**src/rtl/sensor_event_frontend.sv**
```systemverilog
// sensor_event_frontend
// Conditions the raw track-sensor lines for the train controller: two-flop
// synchronizer, per-channel debounce, rising-edge (arrival) detection, a
// one-bit pending flag per channel and a lowest-index arbiter that presents
// one sensor-numbered event at a time over a valid/ready handshake.
//
// Ports:
//   clk           system clock, all state on rising edge
//   rst_n         asynchronous active-low reset
//   sensor_raw    raw sensor lines, bit 0 = S1, asynchronous to clk
//   sensor_level  debounced sensor levels
//   event_valid   an event is presented
//   event_id      sensor number 1..N_SENS of the presented event, 0 when idle
//   event_ready   downstream accepts the presented event this cycle
//   overflow      sticky: an arrival merged into an already-pending one
//   clr_overflow  synchronous clear of overflow (a coincident set wins)
module sensor_event_frontend #(
    parameter int unsigned N_SENS          = 6,
    parameter int unsigned DEBOUNCE_CYCLES = 16,
    parameter int unsigned CNT_W           = 5
) (
    input  logic              clk,
    input  logic              rst_n,
    input  logic [N_SENS-1:0] sensor_raw,
    output logic [N_SENS-1:0] sensor_level,
    output logic              event_valid,
    output logic [2:0]        event_id,
    input  logic              event_ready,
    output logic              overflow,
    input  logic              clr_overflow
);

    localparam int unsigned      ID_W    = 3;
    localparam logic [CNT_W-1:0] CNT_MAX = CNT_W'(DEBOUNCE_CYCLES - 1);

    logic [N_SENS-1:0] sync1;
    logic [N_SENS-1:0] sync2;
    logic [N_SENS-1:0] stable;
    logic [N_SENS-1:0] pending;
    logic [CNT_W-1:0]  cnt [N_SENS];

    logic [N_SENS-1:0] flip_c;
    logic [N_SENS-1:0] rise_c;
    logic [N_SENS-1:0] consume_c;
    logic [N_SENS-1:0] ovf_set_c;
    logic              load_c;
    logic              grant_c;
    logic [ID_W-1:0]   grant_id_c;

    // Debounce decision: a level change is accepted on its DEBOUNCE_CYCLES-th stable cycle
    always_comb begin
        flip_c = '0;
        rise_c = '0;
        for (int unsigned k = 0; k < N_SENS; k++) begin
            flip_c[k] = (sync2[k] != stable[k]) && (cnt[k] == CNT_MAX);
            rise_c[k] = flip_c[k] && sync2[k];
        end
    end

    // Output register is free when empty or being accepted; lowest pending index wins
    always_comb begin
        load_c     = !event_valid || event_ready;
        grant_c    = 1'b0;
        grant_id_c = '0;
        consume_c  = '0;
        for (int unsigned k = 0; k < N_SENS; k++) begin
            if (pending[k] && !grant_c) begin
                grant_c      = 1'b1;
                grant_id_c   = ID_W'(k + 1);
                consume_c[k] = load_c;
            end
        end
        ovf_set_c = rise_c & pending & ~consume_c;
    end

    // Synchronizer, debounce counters, pending flags, output register, overflow
    always_ff @(posedge clk or negedge rst_n) begin
        if (!rst_n) begin
            sync1       <= '0;
            sync2       <= '0;
            stable      <= '0;
            pending     <= '0;
            event_valid <= 1'b0;
            event_id    <= '0;
            overflow    <= 1'b0;
            for (int unsigned k = 0; k < N_SENS; k++) begin
                cnt[k] <= '0;
            end
        end else begin
            sync1 <= sensor_raw;
            sync2 <= sync1;
            for (int unsigned k = 0; k < N_SENS; k++) begin
                if (sync2[k] == stable[k]) begin
                    cnt[k] <= '0;
                end else if (flip_c[k]) begin
                    stable[k] <= sync2[k];
                    cnt[k]    <= '0;
                end else begin
                    cnt[k] <= cnt[k] + CNT_W'(1);
                end
            end
            // A consumed bit re-arms if a new arrival lands on the same edge
            pending <= (pending & ~consume_c) | rise_c;
            if (load_c) begin
                event_valid <= grant_c;
                event_id    <= grant_id_c;
            end
            if (|ovf_set_c) begin
                overflow <= 1'b1;
            end else if (clr_overflow) begin
                overflow <= 1'b0;
            end
        end
    end

    assign sensor_level = stable;

endmodule

```
**config.mk**
```make
export PLATFORM = sky130hd
export DESIGN_NAME = sensor_event_frontend
export DESIGN_NICKNAME = d
export VERILOG_FILES = /design/src/rtl/sensor_event_frontend.sv
export SDC_FILE = /design/constraint.sdc
export NUM_CORES = 1
export LEC_CHECK = 0
export BUFFER_PORTS_ARGS = -buffer_cell sky130_fd_sc_hd__buf_4
export CAP_MARGIN = 25
export CORE_MARGIN = 2
export CORE_UTILIZATION = 62
export DETAILED_ROUTE_END_ITERATION = 6
export GPL_TIMING_DRIVEN = 0
export PLACE_DENSITY = 0.89
export SLEW_MARGIN = 20
export SYNTH_ARGS = -nofsm -noshare
export SYNTH_HDL_FRONTEND = slang
export SYNTH_SLANG_ARGS = --single-unit
```
**constraint.sdc**
```tcl
create_clock -name clk -period 3.65 [get_ports clk]
set_input_delay 0.365 -clock clk [delete_from_list [all_inputs] [get_ports clk]]
set_output_delay 0.365 -clock clk [all_outputs]
set_load 0.1 [all_outputs]
```
==> flow_summary.yaml, run 1 <==
status:
  status: "finished clean"
worst_setup_path:
  critical_path_arrival_ns: 1.77
  crit_path_start_kind: "flip-flop"
  reg2reg_depth: 5
  required_ns: 3.91
  crit_type: "reg2reg"
  worstSetupEndpointType: "flip-flop"
  path_max_fanout: 6
layout:
  register_area_um2: 1480
  fin_nets: 246
  syn2layout_area_growth_pct: 16.2
  num_antenna_cells: 0
  nFillCells: 269
  drive_gt1_share_pct: 18.8
  multi_input_area_um2: 903
floorplanning:
  dieArea_um2: 4390
  rows: 22
  fp.dieH_um: 66.2
  die_w_um: 66.2
  core_um2: 3690
  io_pins: 21
  start_util_pct: 65.1
yosys:
  async_flop_share_pct: 100
  yosys-top-cells-area: "dfrtp_1 (61%), xor2_1 (6.6%), ha_1 (3.1%)"
  syn-num-nets: 215
  yosys.area.top_type_share_pct: 61.5
  synth_common_cells: "dfrtp_1 (59), nor2_1 (20), xor2_1 (18)"
  ys_types: 34
  synth-seq-cells: 59
  synth_edf_count: 0
  synthCells: 199
  ys_seq_area_share_pct: 61.5
  yosysTopAreaCell: "dfrtp_1"
  synth_area_per_cell_um2: 12.1
  synthFlopType: "dfrtp_1"
  yosys_warnings: 0
  synthesis.area_um2: 2400
  yosysMostFrequentCell: "dfrtp_1"
global_route:
  antenna_found_initial: 0
  grt_pass1_wl_mm: 7.18
  first_global_vias: 1586
  grt_max_degree: 60
  grt.overflow.total: 0
  gr-usage-all-layers_pct: 22.6
sta:
  min_period_over_period_pct: 41.3
  worst_slack_ns: 2.14
  max_slew_margin_pct: 53.9
  timing.hold.ws_ns: 0.0787
  fmax_mhz: 663
  rsz0062_at_grt: "no"
  slew_viol_final: 0
  clock_skew_ns: 0.00514
  finalHoldViolations: 0
  setup_viol: 0
  period_needed_ns: 1.51
  tightestPinTransition_ns: 0.691
  tns_ns: 0
placement:
  gp_congestion: 0.758
  hpwl_mm: 2.65
  pre_cts_ws_ns: 2.16
  io_buffers: 20
clock_tree:
  cts-resized-gates: 0
  cts_buffers: 9
  hold_buffers: 0
  postCtsSetupBuffers: 0
  cts.sinks: 59
  htreeDepth: 3
  clk_pin_slew_worst_paths_ns: 0.06
  cts_buffer_depth: 2
  clk_latency_ns: 0.33
  cts_tree: "built"
  cts_root_buf: "clkbuf_8"
worst_hold_path:
  hp-class: "in2async"
power_and_ir_drop:
  ir_drop_mv: 0.414
  power_leakage_nw: 1.43
  powerDensity_nw_per_um2: 458
routing:
  vias_per_cell: 5.51
  drt_pass1_iterations: 4
  drt-total-wl_mm: 3.89
  ant_nets: 0
  remaining_drc_errors: 0
  route.vias.total: 1555
  drt-initial-drc-count: 57
  detail_route.wl_per_cell_um: 13.8
run:
  maxCapViolCount: 0
-- power breakdown --
group	internal [W]	switching (W)	leakage, nW
logic	0.0000246	0.0000343	0.553
clock network	0.000296	0.000229	0.0953
registers	0.000677	0.0000174	0.781
total	0.000998	0.000281	1.43
-- placed cells by master, fill, tap and decap left out, types with 2 or more instances in the layout --
cell type  count
nand4b_1       2
nand3_1       10
nand2_1       13
nor3_1         2
and2_1         7
and3_1         3
dfrtp_1       59
buf_4         20
nand4_1        2
nand2b_1       7
clkbuf_8      12
mux2_2         6
inv_1          6
nor2_1        20
and4b_1        3
nor2b_1        4
xor2_1        18
o31ai_1        3
o21ai_0        8
clkinv_2       2
ha_1           6
a31oi_1        5
-- stage by stage --
stage	cell area (µm²)	util [%]	cells	total power, W
4_1_cts	2790	75.7	282	0.00129
2_1_floorplan	2400	-	199	0.000734
5_1_grt	2790	75.7	282	0.00134
3_5_place_dp	2610	70.8	267	0.000765
3_3_place_gp	2610	70.8	267	0.000761
6_report	2790	75.7	282	0.00128
-- critical path: stages, from the launching register on --
cell and delay, ns:
dfrtp_1 0.36, ha_1 0.21, nand4b_1 0.25, a311o_1 0.34, and4_1 0.18, nand4_1 0.09
-- kinds of logic after synthesis --
logic type                 share of synthesized area (%)
AOI/OAI and AO/OA                                   7.03
adders and majority gates                           3.12
muxes                                               2.81
DFF                                                 61.5
and+or+nand+nor                                     18.1
buffers and inverters                              0.937
xor gates and xnor gates                            6.56
-- path summary, 6_finish.rpt --
| path | endpoint | slack (ns) | start |
|---|---|---|---|
| worst min-delay path | cnt[7]$_DFF_PN0_ | 0.08 | rst_n |
| worst max-delay path | overflow$_DFFE_PN0P_ | 2.14 | cnt[10]$_DFF_PN0_ |
| worst max register to register | overflow$_DFFE_PN0P_ | 2.14 | cnt[10]$_DFF_PN0_ |
| min in group clk | sync1[4]$_DFF_PN0_ | 0.14 | sensor_raw[4] |
| worst min register to register | sync2[5]$_DFF_PN0_ | 0.34 | sync1[5]$_DFF_PN0_ |
| max in group asynchronous | sync1[3]$_DFF_PN0_ | 3.11 | rst_n |
-- routing by layer --
layer  GRT usage, %  wire length [µm]  part of all wire [%]  up-vias
met1           29.0              1720                    44      770
met4           12.2                72                   1.8        0
met2           35.4              2000                    51       22
met5              0                 0                     0        -
met3           5.28               103                   2.6        8
li1               -                 -                     -      755
-- state kept, by name, indices dropped and copies added, names as in the netlist --
name / cells
event_id: 3
sync1: 6
sensor_level: 6
sync2: 6
cnt: 30
pending: 6
overflow: 1
event_valid: 1
-- layout make-up --
type / count / area share [%]
Timing Repair Buffer: 20 / 5.38
Clock buffer: 13 / 6.05
Inverter: 6 / 0.807
Tap cell: 48 / 2.15
Sequential cell: 59 / 52.9
Multi-Input combinational cell: 134 / 32.4
Clock inverter: 2 / 0.359
Note: power is estimated with default switching activity, not from simulation.
==> run 2, diff against run 1 <==
--- a/config.mk
+++ b/config.mk
@@ -8,10 +8,10 @@
 export BUFFER_PORTS_ARGS = -buffer_cell sky130_fd_sc_hd__buf_4
 export CAP_MARGIN = 25
 export CORE_MARGIN = 2
-export CORE_UTILIZATION = 62
+export CORE_UTILIZATION = 58
 export DETAILED_ROUTE_END_ITERATION = 6
 export GPL_TIMING_DRIVEN = 0
-export PLACE_DENSITY = 0.89
+export PLACE_DENSITY = 0.85
 export SLEW_MARGIN = 20
 export SYNTH_ARGS = -nofsm -noshare
 export SYNTH_HDL_FRONTEND = slang
==> constraint.sdc (replaced) <==
create_clock -name clk -period 1.57 [get_ports clk]
set_input_delay 0.157 -clock clk [delete_from_list [all_inputs] [get_ports clk]]
set_output_delay 0.157 -clock clk [all_outputs]
set_load 0.1 [all_outputs]
==> flow_summary.yaml, run 2 (synthesized netlist as in run 1, its figures left out) <==
global_route:
  grt.overflow.total: 0
  antenna_found_initial: 0
  grt_pass1_wl_mm: 6.78
  grt_max_degree: 60
  gr-usage-all-layers_pct: 20.8
  first_global_vias: 1606
clock_tree:
  clk_pin_slew_worst_paths_ns: 0.06
  cts_root_buf: "clkbuf_8"
  cts_buffer_depth: 2
  cts_tree: "built"
  htreeDepth: 3
  cts.sinks: 59
  clk_latency_ns: 0.33
  cts_buffers: 9
power_and_ir_drop:
  internal_power_w: 0.00239
  share_comb_of_total_power_pct: 4.9
  clockPowerShare_pct: 41.9
  share_seq_of_total_power_pct: 53.2
  powerDensity_nw_per_um2: 1050
  switching_power_w: 0.000648
  ir_drop_mv: 0.703
  power_leakage_nw: 1.46
  p_sw_share_pct: 21.3
floorplanning:
  dieArea_um2: 4670
  core_um2: 4000
  rows: 23
  die_w_um: 68.4
  io_pins: 21
  fp.dieH_um: 68.4
  start_util_pct: 60.1
worst_setup_path:
  path_max_fanout: 6
  reg2reg_from: "event_valid$_DFFE_PN0N_"
  worstSetupEndpointType: "flip-flop"
  worstReg2RegEnd: "pending[5]$_DFF_PN0_"
  startpoint: "event_valid$_DFFE_PN0N_"
  crit_type: "reg2reg"
  reg2reg_depth: 4
  crit_path_start_kind: "flip-flop"
  required_ns: 1.79
  reg2reg_slack_ns: 0.09
  critical_path_arrival_ns: 1.70
  setup.worst_path.end: "pending[5]$_DFF_PN0_"
layout:
  fin_nets: 254
  register_area_um2: 1480
  syn2layout_area_growth_pct: 20.7
  mostFrequentLayoutCell: "dfrtp_1"
  multi_input_area_um2: 912
  regMostFlops: "cnt"
  num_antenna_cells: 0
  final_cell_mix: "dfrtp_1 (55), buf_4 (21), nor2_1 (20), xor2_1 (18)"
  design_area_um2: 2900
  nFillCells: 292
  stdcell_count: 293
  largest_reg_flops: 30
  drive_gt1_share_pct: 21.0
routing:
  drt_pass1_iterations: 4
  detail_route.wl_per_cell_um: 13.4
  vias_per_cell: 5.49
  drt-initial-drc-count: 80
  drt-total-wl_mm: 3.94
  route.vias.total: 1608
  remaining_drc_errors: 0
  ant_nets: 0
sta:
  worst_slack_ns: 0.0908
  period_needed_ns: 1.48
  clock_skew_ns: 0.00614
  min_period_over_period_pct: 94.2
  rsz0062_at_grt: "yes"
  fmax_mhz: 676
  max_slew_margin_pct: 53.3
  slew_viol_final: 0
  tightestPinTransition_ns: 0.700
  tns_ns: 0
  setup_viol: 0
  finalHoldViolations: 0
placement:
  io_buffers: 20
  dpl_cell_area_um2: 2620
  pre_cts_ws_ns: 0.0415
  hpwl_mm: 2.51
  placed_cells: 269
  gp_congestion: 0.800
run:
  maxCapViolCount: 0
status:
  status: "finished clean"
worst_hold_path:
  hp-class: "in2reg"
==> run 2: cell type report <==
cell class | instances | area share [%]
Clock buffer | 15 | 6.43
Clock inverter | 1 | 0.173
Multi-Input combinational cell | 134 | 31.4
Timing Repair Buffer | 28 | 7.85
Sequential cell | 59 | 51.2
Tap cell | 50 | 2.16
Inverter | 6 | 0.777
==> run 2: power by group through the flow <==
stage / logic (W) / registers (W) / clock network [W]
after global routing: 0.000179 / 0.00162 / 0.00139
after floorplan: 0.0000738 / 0.00163 / 0
final: 0.000150 / 0.00161 / 0.00127
after detailed placement: 0.000136 / 0.00164 / 0
after CTS: 0.000150 / 0.00161 / 0.00132
after global placement: 0.000131 / 0.00164 / 0
==> run 2: how the worst min path moves through the flow <==
stage	startpoint	to	slack, ns	cells after the start
global placement	rst_n	cnt[5]$_DFF_PN0_	0.25	1
finish	event_ready	event_id[1]$_DFFE_PN0N_	0.13	4
detailed placement	rst_n	cnt[5]$_DFF_PN0_	0.26	1
floorplan	rst_n	cnt[0]$_DFF_PN0_	-0.14	0
CTS	event_ready	event_id[1]$_DFFE_PN0N_	0.11	4
global route	event_ready	event_id[1]$_DFFE_PN0N_	0.11	4
==> run 2: timing repair <==
action | in CTS | in global routing
hold buffers | 7 | 0
endpoints found under the setup margin | 0 | 2
setup buffers | 0 | 1
hold endpoints to repair | 65 | 0
gates resized for setup | 0 | 4
==> run 2: through the flow <==
step           hold WS, ns  power [W]  utilization (%)
2_1_floorplan       -0.139    0.00171                -
3_5_place_dp         0.255    0.00178             65.6
4_1_cts              0.109    0.00309             72.1
5_1_grt              0.115    0.00319             72.5
3_3_place_gp         0.252    0.00177             65.6
6_report             0.131    0.00303             72.5
==> run 2: worst max-delay path, stage by stage, from the launching register on <==
cell and delay, ns:
dfrtp_4 0.48, nor2b_4 0.16, or4_4 0.46, o31ai_2 0.20, nand2_1 0.07
==> run 2: metal layers <==
metal / routed length [µm] / vias to the layer above / part of all wire (%) / GRT usage (%)
met2: 1870 / 33 / 48 / 31.9
li1: - / 776 / - / -
met5: 0 / - / 0 / 0
met1: 1800 / 789 / 46 / 24.9
met4: 85 / 0 / 2.2 / 11.3
met3: 183 / 10 / 4.6 / 8.55
==> run 3, diff against run 2 <==
==> constraint.sdc (replaced) <==
create_clock -name clk -period 1.41 [get_ports clk]
set_input_delay 0.141 -clock clk [delete_from_list [all_inputs] [get_ports clk]]
set_output_delay 0.141 -clock clk [all_outputs]
set_load 0.1 [all_outputs]
==> flow_summary.yaml, run 3 (synthesized netlist as in run 1, its figures left out) <==
status:
  status: "complete, but fails checks"
  violations: "negative setup slack"
placement:
  gp_congestion: 0.752
  hpwl_mm: 2.54
  placed_cells: 269
  io_buffers: 20
sta:
  setup_viol: 3
  period_needed_ns: 1.48
  clock_skew_ns: 0.00660
  fmax_mhz: 678
  min_period_over_period_pct: 105
  worst_slack_ns: -0.0656
  finalHoldViolations: 0
  tightestPinTransition_ns: 0.700
  max_slew_margin_pct: 53.3
  slew_viol_final: 0
  rsz0062_at_grt: "yes"
layout:
  mostFrequentLayoutCell: "dfrtp_1"
  fin_nets: 257
  register_area_um2: 1490
  num_antenna_cells: 0
  final_cell_mix: "dfrtp_1 (52), buf_4 (24), nor2_1 (19), xor2_1 (18), nand2_1 (13)"
  stdcell_count: 295
  utilization_pct: 73.5
  largest_reg_flops: 30
  regMostFlops: "cnt"
  drive_gt1_share_pct: 24.5
  nFillCells: 263
  multi_input_area_um2: 951
  syn2layout_area_growth_pct: 22.4
clock_tree:
  clk_pin_slew_worst_paths_ns: 0.06
  cts_tree: "built"
  cts_buffer_depth: 2
  cts.sinks: 59
  clk_latency_ns: 0.33
  htreeDepth: 3
  cts_buffers: 9
  cts_root_buf: "clkbuf_8"
worst_setup_path:
  crit_cells: 4
  critPathMaxStageDelay_ns: 0.47
  reg2reg_from: "event_valid$_DFFE_PN0N_"
  crit_family: "simple AND/OR/NAND/NOR gates"
  path_max_fanout: 6
  worstReg2RegEnd: "pending[5]$_DFF_PN0_"
  startpoint: "event_valid$_DFFE_PN0N_"
  required_ns: 1.63
  crit_path_start_kind: "flip-flop"
  reg2reg_depth: 4
  crit_buf_inv: 0
  worstSetupEndpointType: "flip-flop"
  path_cells: "nor2b_4, or4_4, o31ai_4, nand2_1"
  crit_type: "reg2reg"
  cp_slowest_cell: "dfrtp_4"
  critical_path_arrival_ns: 1.69
  reg2reg_slack_ns: -0.07
  setup.worst_path.end: "pending[5]$_DFF_PN0_"
floorplanning:
  dieArea_um2: 4670
  io_pins: 21
  die_w_um: 68.4
  start_util_pct: 60.1
  core_um2: 4000
  rows: 23
  fp.dieH_um: 68.4
routing:
  drt-total-wl_mm: 4.00
  drt-initial-drc-count: 89
  route.vias.total: 1588
  remaining_drc_errors: 0
  vias_per_cell: 5.38
  drt_pass1_iterations: 4
  ant_nets: 0
  detail_route.wl_per_cell_um: 13.6
worst_hold_path:
  hp-class: "in2reg"
global_route:
  gr-usage-all-layers_pct: 21.1
  first_global_vias: 1507
  grt_pass1_wl_mm: 6.73
  antenna_found_initial: 0
  grt_max_degree: 60
  grt.overflow.total: 0
run:
  maxCapViolCount: 0
power_and_ir_drop:
  power_leakage_nw: 1.45
  finalPower_w: 0.00328
  ir_drop_mv: 1.00
  powerDensity_nw_per_um2: 1120
[run 3: per-stage QoR]
step	setup TNS, ns	worst slack (ns)	cell area, µm²	hold slack [ns]
floorplan	-0.783	-0.191	2410	-0.155
global placement	-0.150	-0.0693	2630	0.237
detailed placement	-0.234	-0.109	2630	0.237
CTS	-0.160	-0.0691	2910	0.223
global route	-0.228	-0.0949	2940	0.272
finish	-0.0826	-0.0656	2940	0.242
[run 3: where the power goes]
part           internal, W  switching [W]  total (W)
sequential         0.00175      0.0000468    0.00180
combinational    0.0000830      0.0000946   0.000178
clock             0.000727       0.000574    0.00130
total              0.00256       0.000716    0.00328
[run 3: worst min path at each step]
stage | from | depth (start not counted) | end | slack [ns]
2_1_floorplan | rst_n | 0 | cnt[0]$_DFF_PN0_ | -0.15
5_1_grt | event_ready | 3 | pending[0]$_DFF_PN0_ | 0.27
3_5_place_dp | rst_n | 1 | cnt[1]$_DFF_PN0_ | 0.24
6_report | event_ready | 3 | event_id[0]$_DFFE_PN0N_ | 0.24
3_3_place_gp | rst_n | 1 | cnt[0]$_DFF_PN0_ | 0.24
4_1_cts | event_ready | 3 | event_id[0]$_DFFE_PN0N_ | 0.22
[run 3: cell type report]
| type | count | area share [%] |
|---|---|---|
| inverters | 6 | 0.766 |
| clock buffers | 15 | 5.66 |
| repair buffers | 31 | 8.51 |
| flip-flops and latches | 59 | 50.6 |
| multi-input cells | 134 | 32.3 |
| well taps | 50 | 2.13 |
[run 3: timing repair]
action,CTS,global route
endpoints found under the hold margin,65,0
resized for setup,4,10
setup buffers,3,1
pin swaps,1,3
setup endpoints to repair,3,9
hold buffers,7,0
[run 3: tightest hold or removal path: stages]
cell and delay (ns):
buf_4 0.10, nand2b_2 0.19, a31oi_1 0.10
[run 3: per-layer routing]
layer | wire length [µm] | global-route usage, % | vias up
met5 | 0 | 0 | -
met1 | 1820 | 28.1 | 764
met4 | 116 | 13.5 | 0
met2 | 1910 | 30.7 | 33
met3 | 148 | 5.59 | 12
li1 | - | - | 779
